**src/rtl/cmac_multi_rate_meter_if.sv**
```systemverilog
// Bus bundle for cmac_multi_rate_meter: per-channel stat increments and window
// control in, per-channel totals, windowed rates, peaks and status out.
interface cmac_multi_rate_meter_if #(
  parameter int NUM_CH = 4,
  parameter int INC_W  = 3,
  parameter int RATE_W = 32,
  parameter int TOT_W  = 64
);
  logic [NUM_CH*INC_W-1:0]  stat_inc;
  logic [31:0]              win_cfg;
  logic                     win_load;
  logic                     clear;
  logic [NUM_CH*TOT_W-1:0]  cnt_total;
  logic [NUM_CH*RATE_W-1:0] cnt_rate;
  logic [NUM_CH*RATE_W-1:0] rate_peak;
  logic [NUM_CH-1:0]        rate_sat;
  logic [31:0]              win_active;
  logic                     rate_valid;
  logic                     update_strobe;

  modport master (
    output stat_inc, win_cfg, win_load, clear,
    input  cnt_total, cnt_rate, rate_peak, rate_sat, win_active, rate_valid, update_strobe
  );

  modport slave (
    input  stat_inc, win_cfg, win_load, clear,
    output cnt_total, cnt_rate, rate_peak, rate_sat, win_active, rate_valid, update_strobe
  );
endinterface

```
**src/rtl/cmac_multi_rate_meter.sv**
```systemverilog
// Multi-channel CMAC statistics meter: saturating running totals plus windowed
// per-channel rates with peak tracking and a deferred window-length reload.
module cmac_multi_rate_meter #(
  parameter int          NUM_CH     = 4,
  parameter int          INC_W      = 3,
  parameter int          RATE_W     = 32,
  parameter int          TOT_W      = 64,
  parameter int unsigned DEF_WINDOW = 32'd322265625
) (
  input  logic                    clk,
  input  logic                    rst,
  cmac_multi_rate_meter_if.slave  bus
);
  localparam logic [31:0] RST_WINDOW = (DEF_WINDOW < 32'd2) ? 32'd2 : 32'(DEF_WINDOW);

  typedef logic [RATE_W:0] rate_ext_t;
  typedef logic [TOT_W:0]  tot_ext_t;

  function automatic logic [31:0] clamp_win(input logic [31:0] v);
    if (v < 32'd2) begin
      clamp_win = 32'd2;
    end else begin
      clamp_win = v;
    end
  endfunction

  logic [31:0]       timer_r;
  logic [31:0]       win_active_r;
  logic [31:0]       pend_win_r;
  logic              pend_flag_r;
  logic              rate_valid_r;
  logic              strobe_r;
  logic [RATE_W-1:0] acc_r   [NUM_CH];
  logic [RATE_W-1:0] rate_r  [NUM_CH];
  logic [RATE_W-1:0] peak_r  [NUM_CH];
  logic [TOT_W-1:0]  total_r [NUM_CH];
  logic [NUM_CH-1:0] sat_seen_r;
  logic [NUM_CH-1:0] rate_sat_r;

  logic              boundary_s;
  logic [INC_W-1:0]  inc_s      [NUM_CH];
  rate_ext_t         acc_sum_s  [NUM_CH];
  tot_ext_t          tot_sum_s  [NUM_CH];
  logic [RATE_W-1:0] acc_next_s [NUM_CH];
  logic [TOT_W-1:0]  tot_next_s [NUM_CH];
  logic [NUM_CH-1:0] acc_ov_s;

  assign boundary_s = (timer_r == (win_active_r - 32'd1));

  // Saturating next values for every accumulator and total.
  always_comb begin
    for (int c = 0; c < NUM_CH; c++) begin
      inc_s[c]     = bus.stat_inc[c*INC_W +: INC_W];
      acc_sum_s[c] = {1'b0, acc_r[c]} + rate_ext_t'(inc_s[c]);
      tot_sum_s[c] = {1'b0, total_r[c]} + tot_ext_t'(inc_s[c]);
      acc_ov_s[c]  = acc_sum_s[c][RATE_W];
      if (acc_sum_s[c][RATE_W]) begin
        acc_next_s[c] = '1;
      end else begin
        acc_next_s[c] = acc_sum_s[c][RATE_W-1:0];
      end
      if (tot_sum_s[c][TOT_W]) begin
        tot_next_s[c] = '1;
      end else begin
        tot_next_s[c] = tot_sum_s[c][TOT_W-1:0];
      end
    end
  end

  // Window timer, counters, rate/peak/sat capture; clear wins over a boundary.
  always_ff @(posedge clk) begin
    if (rst) begin
      timer_r      <= 32'd0;
      rate_valid_r <= 1'b0;
      strobe_r     <= 1'b0;
      sat_seen_r   <= '0;
      rate_sat_r   <= '0;
      for (int c = 0; c < NUM_CH; c++) begin
        acc_r[c]   <= '0;
        rate_r[c]  <= '0;
        peak_r[c]  <= '0;
        total_r[c] <= '0;
      end
    end else if (bus.clear) begin
      timer_r      <= 32'd0;
      rate_valid_r <= 1'b0;
      strobe_r     <= 1'b0;
      sat_seen_r   <= '0;
      rate_sat_r   <= '0;
      for (int c = 0; c < NUM_CH; c++) begin
        acc_r[c]   <= '0;
        rate_r[c]  <= '0;
        peak_r[c]  <= '0;
        total_r[c] <= '0;
      end
    end else begin
      strobe_r <= boundary_s;
      if (boundary_s) begin
        timer_r      <= 32'd0;
        rate_valid_r <= 1'b1;
      end else begin
        timer_r <= timer_r + 32'd1;
      end
      for (int c = 0; c < NUM_CH; c++) begin
        total_r[c] <= tot_next_s[c];
        if (boundary_s) begin
          rate_r[c]     <= acc_next_s[c];
          rate_sat_r[c] <= sat_seen_r[c] | acc_ov_s[c];
          if (acc_next_s[c] > peak_r[c]) begin
            peak_r[c] <= acc_next_s[c];
          end
          acc_r[c]      <= '0;
          sat_seen_r[c] <= 1'b0;
        end else begin
          acc_r[c]      <= acc_next_s[c];
          sat_seen_r[c] <= sat_seen_r[c] | acc_ov_s[c];
        end
      end
    end
  end

  // Window length: loads are held pending and only applied at a boundary.
  always_ff @(posedge clk) begin
    if (rst) begin
      win_active_r <= RST_WINDOW;
      pend_win_r   <= 32'd0;
      pend_flag_r  <= 1'b0;
    end else if (boundary_s && !bus.clear) begin
      if (bus.win_load) begin
        win_active_r <= clamp_win(bus.win_cfg);
      end else if (pend_flag_r) begin
        win_active_r <= pend_win_r;
      end
      pend_flag_r <= 1'b0;
    end else if (bus.win_load) begin
      pend_win_r  <= clamp_win(bus.win_cfg);
      pend_flag_r <= 1'b1;
    end
  end

  for (genvar g = 0; g < NUM_CH; g++) begin : g_out
    assign bus.cnt_total[g*TOT_W +: TOT_W]  = total_r[g];
    assign bus.cnt_rate[g*RATE_W +: RATE_W] = rate_r[g];
    assign bus.rate_peak[g*RATE_W +: RATE_W] = peak_r[g];
  end

  assign bus.rate_sat      = rate_sat_r;
  assign bus.win_active    = win_active_r;
  assign bus.rate_valid    = rate_valid_r;
  assign bus.update_strobe = strobe_r;
endmodule

```
**src/flat_wrapper.sv**
```systemverilog
// flat-port wrapper written by rule: the top's interface ports become plain ports
module cmac_multi_rate_meter_flat 
#(
  parameter int          NUM_CH     = 4,
  parameter int          INC_W      = 3,
  parameter int          RATE_W     = 32,
  parameter int          TOT_W      = 64,
  parameter int unsigned DEF_WINDOW = 32'd322265625
)
  (clk, rst, bus_stat_inc, bus_win_cfg, bus_win_load, bus_clear, bus_cnt_total, bus_cnt_rate, bus_rate_peak, bus_rate_sat, bus_win_active, bus_rate_valid, bus_update_strobe);
  cmac_multi_rate_meter_if #(.NUM_CH(NUM_CH), .INC_W(INC_W), .RATE_W(RATE_W), .TOT_W(TOT_W)) bus_i ();
  input  logic clk;
  input  logic rst;
  input wire logic [$bits(bus_i.stat_inc)-1:0] bus_stat_inc;
  input wire logic [$bits(bus_i.win_cfg)-1:0] bus_win_cfg;
  input wire logic [$bits(bus_i.win_load)-1:0] bus_win_load;
  input wire logic [$bits(bus_i.clear)-1:0] bus_clear;
  output wire logic [$bits(bus_i.cnt_total)-1:0] bus_cnt_total;
  output wire logic [$bits(bus_i.cnt_rate)-1:0] bus_cnt_rate;
  output wire logic [$bits(bus_i.rate_peak)-1:0] bus_rate_peak;
  output wire logic [$bits(bus_i.rate_sat)-1:0] bus_rate_sat;
  output wire logic [$bits(bus_i.win_active)-1:0] bus_win_active;
  output wire logic [$bits(bus_i.rate_valid)-1:0] bus_rate_valid;
  output wire logic [$bits(bus_i.update_strobe)-1:0] bus_update_strobe;
  assign bus_i.stat_inc = bus_stat_inc;
  assign bus_i.win_cfg = bus_win_cfg;
  assign bus_i.win_load = bus_win_load;
  assign bus_i.clear = bus_clear;
  assign bus_cnt_total = bus_i.cnt_total;
  assign bus_cnt_rate = bus_i.cnt_rate;
  assign bus_rate_peak = bus_i.rate_peak;
  assign bus_rate_sat = bus_i.rate_sat;
  assign bus_win_active = bus_i.win_active;
  assign bus_rate_valid = bus_i.rate_valid;
  assign bus_update_strobe = bus_i.update_strobe;
  cmac_multi_rate_meter #(.NUM_CH(NUM_CH), .INC_W(INC_W), .RATE_W(RATE_W), .TOT_W(TOT_W), .DEF_WINDOW(DEF_WINDOW)) u_core (.clk(clk), .rst(rst), .bus(bus_i));
endmodule
```
**config.mk**
```make
export PLATFORM = sky130hd
export DESIGN_NAME = cmac_multi_rate_meter_flat
export DESIGN_NICKNAME = d
export VERILOG_FILES = /design/src/rtl/cmac_multi_rate_meter_if.sv /design/src/rtl/cmac_multi_rate_meter.sv /design/src/flat_wrapper.sv
export SDC_FILE = /design/constraint.sdc
export NUM_CORES = 2
export LEC_CHECK = 0
export CAP_MARGIN = 25
export CORE_ASPECT_RATIO = 0.6
export CORE_MARGIN = 4
export CORE_UTILIZATION = 59
export DETAILED_ROUTE_END_ITERATION = 16
export HOLD_SLACK_MARGIN = 0.02
export PLACE_DENSITY_LB_ADDON = 0.12
export SLEW_MARGIN = 20
export SYNTH_ARGS = -nofsm -noshare
export SYNTH_HDL_FRONTEND = slang
export SYNTH_SLANG_ARGS = --single-unit
```
**constraint.sdc**
```tcl
create_clock -name clk -period 14.07 [get_ports clk]
set_clock_uncertainty 0.15 [all_clocks]
set_input_delay 2.1105 -clock clk [delete_from_list [all_inputs] [get_ports clk]]
set_output_delay 2.1105 -clock clk [all_outputs]
set_load 0.01 [all_outputs]
```
### Yosys cells after proc, flatten, opt, wreduce, memory -nomap -nowiden

Memories as Yosys holds them, arrays and structs flattened.
Index checks and enable logic that the tools add are counted.

| operators by class | value |
|---|---|
| $add $sub $neg | 10 |
| $lt $le $gt $ge | 5 |
| equality and inequality tests | 1 |
| mux-type cells | 83 |
| bitwise gates (word level) | 41 |
| reduce and logical (&&, ||, !) cells | 8 |

Operators by type and width:

| cell | number |
|---|---|
| 2-to-1 mux 32 bit | 35 |
| 2-to-1 mux 64 bit | 12 |
| adder 64 x 3 -> 65 bit | 4 |
| adder 32 x 3 -> 33 bit | 4 |
| greater-than comparator 32 bit | 4 |
| bitwise OR 1 bit | 40 |
| 2-to-1 mux 1 bit | 36 |
| adder 32 x 1 -> 32 bit (second input constant) | 1 |
| == test 32 bit | 1 |
| < comparator 32 x 2 -> 1 bit (second input constant) | 1 |
| subtractor 32 x 1 -> 32 bit (second input constant) | 1 |
| AND reduction 2 bit | 2 |
| OR reduction 2 bit | 2 |
| OR reduction 3 bit | 1 |
| nonzero test 2 bit | 1 |
| logical AND 1 bit | 1 |
| zero test 1 bit | 1 |
| inverter 1 bit | 1 |

| word-level totals | value |
|---|---|
| register bits | 107 |
| memory bits (writable) | 640 |
| input bits | 48 |
| output and inout port bits | 550 |
| logic and storage cells | 160 |
| memories kept | 4 |

Memory list:

| name | depth | width | rd ports | clocked after memory_dff | write ports | line | source |
|---|---|---|---|---|---|---|---|
| u_core.total_r | 4 | 64 | 4 | 0 | 4 | cmac_multi_rate_meter.sv:36 | `logic [TOT_W-1:0] total_r [NUM_CH];` |
| u_core.acc_r | 4 | 32 | 4 | 0 | 4 | cmac_multi_rate_meter.sv:33 | `logic [RATE_W-1:0] acc_r [NUM_CH];` |
| u_core.peak_r | 4 | 32 | 4 | 0 | 4 | cmac_multi_rate_meter.sv:35 | `logic [RATE_W-1:0] peak_r [NUM_CH];` |
| u_core.rate_r | 4 | 32 | 4 | 0 | 4 | cmac_multi_rate_meter.sv:34 | `logic [RATE_W-1:0] rate_r [NUM_CH];` |

### Logic depth before layout (Yosys ltp)

| depth | value |
|---|---|
| depth in word-level cells | 9 |
| mapped depth | 22 |
| depth with buffers taken out | 20 |

### Worst setup path after synthesis

Ideal clock, no wire load.

| timing path | value |
|---|---|
| path kind | in2reg |
| from | input bus_stat_inc[9] |
| to | memory u_core.peak_r[3][0], enable pin |
| library setup time | 0.656 ns |
| arrival time | 7.807 ns |
| required time | 13.264 ns |
| setup slack | 5.457 ns |
| stages on the path | 20 |
| buffers on the path | 2 |
| path through | ha_1 fa_1 a21oi_1 nor3b_1 nand4_1 or3_1 clkbuf_1 nor2_1 buf_2 nor2_1 inv_1 ha_1 a21o_1 a21o_1 a21o_1 a211oi_1 o221ai_1 a21o_1 a2111oi_0 o21ai_0 |

RTL lines:

| item | line | source |
|---|---|---|
| start, declared | flat_wrapper.sv:14 | `input wire logic [$bits(bus_i.stat_inc)-1:0] bus_stat_inc;` |
| end, declared | cmac_multi_rate_meter.sv:35 |  |

==> impl_metrics.yaml <==
run_status:
  status: "finished clean"
die:
  fp.coreArea_um2: 66200
  placementRows: 73
  fp.dieW_um: 342
  start_util_pct: 59.6
  fp.dieH_um: 208
  fp.dieArea_um2: 71200
  io_pins: 598
hold_path:
  hp-start: "u_core.bus.rate_valid"
  hold_path_end: "u_core.bus.rate_valid"
  hold_path.class: "reg -> reg"
  holdPathStages: 2
clock_network:
  cts_max_path_buffers: 3
  clk_latency_ns: 0.62
  postCtsSetupBuffers: 0
  clk_pin_slew_ns: 0.07
  cts_resized: 0
  numClockSinks: 747
  cts_max_level: 3
  cts_root_buf: "clkbuf_16"
  ctsHoldBuffers: 0
  cts_tree: "built"
  cts_buffers: 71
global_route:
  grt_pass1_wl_um: 175000
  first_global_vias: 30951
  overflow: 0
  antenna_found_initial: 7
  grt_max_degree: 122
  grt_usage_pct: 30.8
detailed_routing:
  vias_per_cell: 5.63
  ant_nets: 0
  routedWlPerCell_um: 19.5
  dr_total_vias: 32588
  routed_wl_um: 113000
  drc_errors: 0
  first_iter_violations: 3084
  drt_pass1_iterations: 9
yosys:
  ys_seq_area_share_pct: 50.1
  netlist_area_um2: 39500
  async_flop_share_pct: 0
  synth_top_flop_cell: "edfxtp_1"
  synth_seq_cells: 747
  synth_edf_count: 480
  synth.distinct_cells: 84
  syn_avg_cell_area_um2: 9.82
  yosys_warnings: 0
  synthCells: 4017
final_layout:
  final_cell_mix: "clkdlybuf4s50_1, nor2_1, edfxtp_1"
  area_growth_pct: 25.6
  instances_no_fill: 5786
  mostFrequentLayoutCell: "clkdlybuf4s50_1"
  finalInstanceArea_um2: 49600
  nNetsFinal: 5031
  multiInputGateArea_um2: 18900
  fill_cells: 4778
  drive_gt1_share_pct: 4.14
  ff_latch_area_um2: 19800
place:
  post-dp-hpwl_um: 82500
  gp_congestion: 0.939
  port_buffers: 597
  placed_cell_area_um2: 47200
  dp_slack_ns: 5.21
  place_inst: 5646
power_and_ir_drop:
  powerDensity_nw_per_um2: 99.0
  power_leakage_nw: 19.3
  total_power_mw: 4.90
  peakVddDrop_mv: 0.0826
critical_path:
  end_kind: "register"
  worstRegToRegCells: 19
  r2r_slack_ns: 7.22
  critPathLaunchType: "input pin"
  r2r_start: "u_core.acc_r[3][3]"
  cp_top_family: "compound AO/OA/AOI/OAI gates"
  required_ns: 14.28
  critPathMaxFanout: 27
  cpPeakStageDelay_ns: 0.80
  critPathMostFrequentCell: "a21o_1"
  cp_num_buf_inv: 4
  crit_arrival_ns: 8.62
  path_cells: "clkdlybuf4s50_1 > ha_1 > fa_1 > a21oi_1 > nor3b_1 > nand4_1 > or3_1 > nor2_2 > nor2_1 > inv_1 > ha_1 > a21o_1 > a21o_1 > a21o_1 > a211oi_1 > o221ai_1 > a21o_1 > a2111oi_2 > buf_4 > o21ai_2 > buf_4"
  path_depth: 21
  critPathKind: "in -> reg"
  cp_slowest_cell: "nor3b_1"
  regToRegEndpoint: "u_core.peak_r[3][31]"
timing:
  final.period_utilization_pct: 59.8
  max_freq_mhz: 119
  fin_tns_setup_ns: 0
  final-hold-violation-count: 0
  setup_viol: 0
  worst_slack_ns: 5.65
  finalCriticalPeriod_ns: 8.42
  worst_pin_slew_ns: 1.06
  slew_headroom_pct: 29.1
  rsz0062_at_grt: "no"
  report.final.slew_viol_count: 0
run:
  maxCapViolations: 0
==> tightest hold or removal path: cells and delay by family (launching register included) <==
kind / cells / cell delay [ns]
DFF: 1 / 0.31
and+or+nand+nor: 2 / 0.09
==> sequential cells by signal (all words and copies together) (netlist names) <==
name / cells
u_core.acc_r: 128
u_core.bus.rate_sat: 4
u_core.bus.rate_valid: 1
u_core.bus.update_strobe: 1
u_core.bus.win_active: 32
u_core.peak_r: 128
u_core.pend_flag_r: 1
u_core.pend_win_r: 32
u_core.rate_r: 128
u_core.sat_seen_r: 4
u_core.timer_r: 32
u_core.total_r: 256
==> synth_stat cells, types with 8 or more instances <==
master / number / area share [%]
a211oi_1: 22 / 0.42
nand3_1: 153 / 1.9
nor4_1: 28 / 0.44
dfxtp_1: 267 / 14
fa_1: 8 / 0.41
or2_2: 13 / 0.21
mux2i_1: 94 / 2.4
a21oi_1: 299 / 3.8
nand2_1: 226 / 2.2
ha_1: 154 / 4.9
xor2_1: 201 / 4.5
or3_1: 19 / 0.30
a31oi_1: 29 / 0.46
and4_1: 35 / 0.78
or4_1: 9 / 0.17
edfxtp_1: 480 / 37
buf_2: 40 / 0.51
xnor2_1: 190 / 4.2
clkbuf_1: 139 / 1.3
and3_1: 87 / 1.4
nor3_1: 119 / 1.5
inv_1: 294 / 2.8
nor2b_1: 31 / 0.49
nand2b_1: 88 / 1.4
nand4_1: 124 / 2.0
a21o_1: 47 / 0.89
and2_1: 30 / 0.48
nor2_1: 563 / 5.4
a311oi_1: 20 / 0.44
o41ai_1: 14 / 0.31
o21ai_0: 39 / 0.49
o21a_1: 8 / 0.15
a22o_1: 31 / 0.69
==> power by group <==
| group | switching [mW] | internal (mW) |
|---|---|---|
| registers | 0.0668 | 2.41 |
| clock network | 0.852 | 1.10 |
| logic | 0.265 | 0.207 |
| total | 1.18 | 3.72 |
==> layout make-up <==
| class | instances | share of cell area [%] |
|---|---|---|
| Antenna cell | 7 | 0.0353 |
| Clock buffer | 92 | 4.04 |
| Clock inverter | 39 | 0.651 |
| Inverter | 296 | 2.25 |
| Multi-Input combinational cell | 3069 | 38.2 |
| Sequential cell | 747 | 39.9 |
| Tap cell | 900 | 2.27 |
| Timing Repair Buffer | 636 | 12.7 |
==> routing by layer <==
layer / track usage, % / vias up / wire length [µm]
li1: - / 15433 / -
met3: 6.12 / 219 / 9380
met2: 47.4 / 1336 / 50600
met1: 43.4 / 15600 / 48100
met4: 11.8 / 0 / 4500
met5: 0 / - / 0
==> stage by stage <==
stage          util [%]  hold slack, ns
6_report           74.8           0.294
5_1_grt            74.8           0.328
4_1_cts            74.8           0.295
3_5_place_dp       71.2           0.285
3_3_place_gp       71.2           0.282
2_1_floorplan         -           0.277
==> how the worst max path moves through the flow <==
stage                      endpoint  slack, ns            start
2_1_floorplan   u_core.peak_r[3][0]       5.46  bus_stat_inc[9]
3_5_place_dp   u_core.peak_r[3][26]       5.21  bus_stat_inc[9]
5_1_grt        u_core.peak_r[3][30]       5.31  bus_stat_inc[9]
4_1_cts        u_core.peak_r[3][30]       5.88  bus_stat_inc[9]
6_report       u_core.peak_r[3][31]       5.65  bus_stat_inc[9]
3_3_place_gp   u_core.peak_r[3][27]       5.55  bus_stat_inc[9]
==> cell families after synthesis <==
logic type / synth area share (%)
simple gates: 19.5
flops: 50.1
compound gates: 9.06
buf+inv: 4.91
xor+xnor: 8.68
fa+ha+maj: 5.29
mux: 2.47
other cells: 0.00950
(Power assumes the default switching activity.)
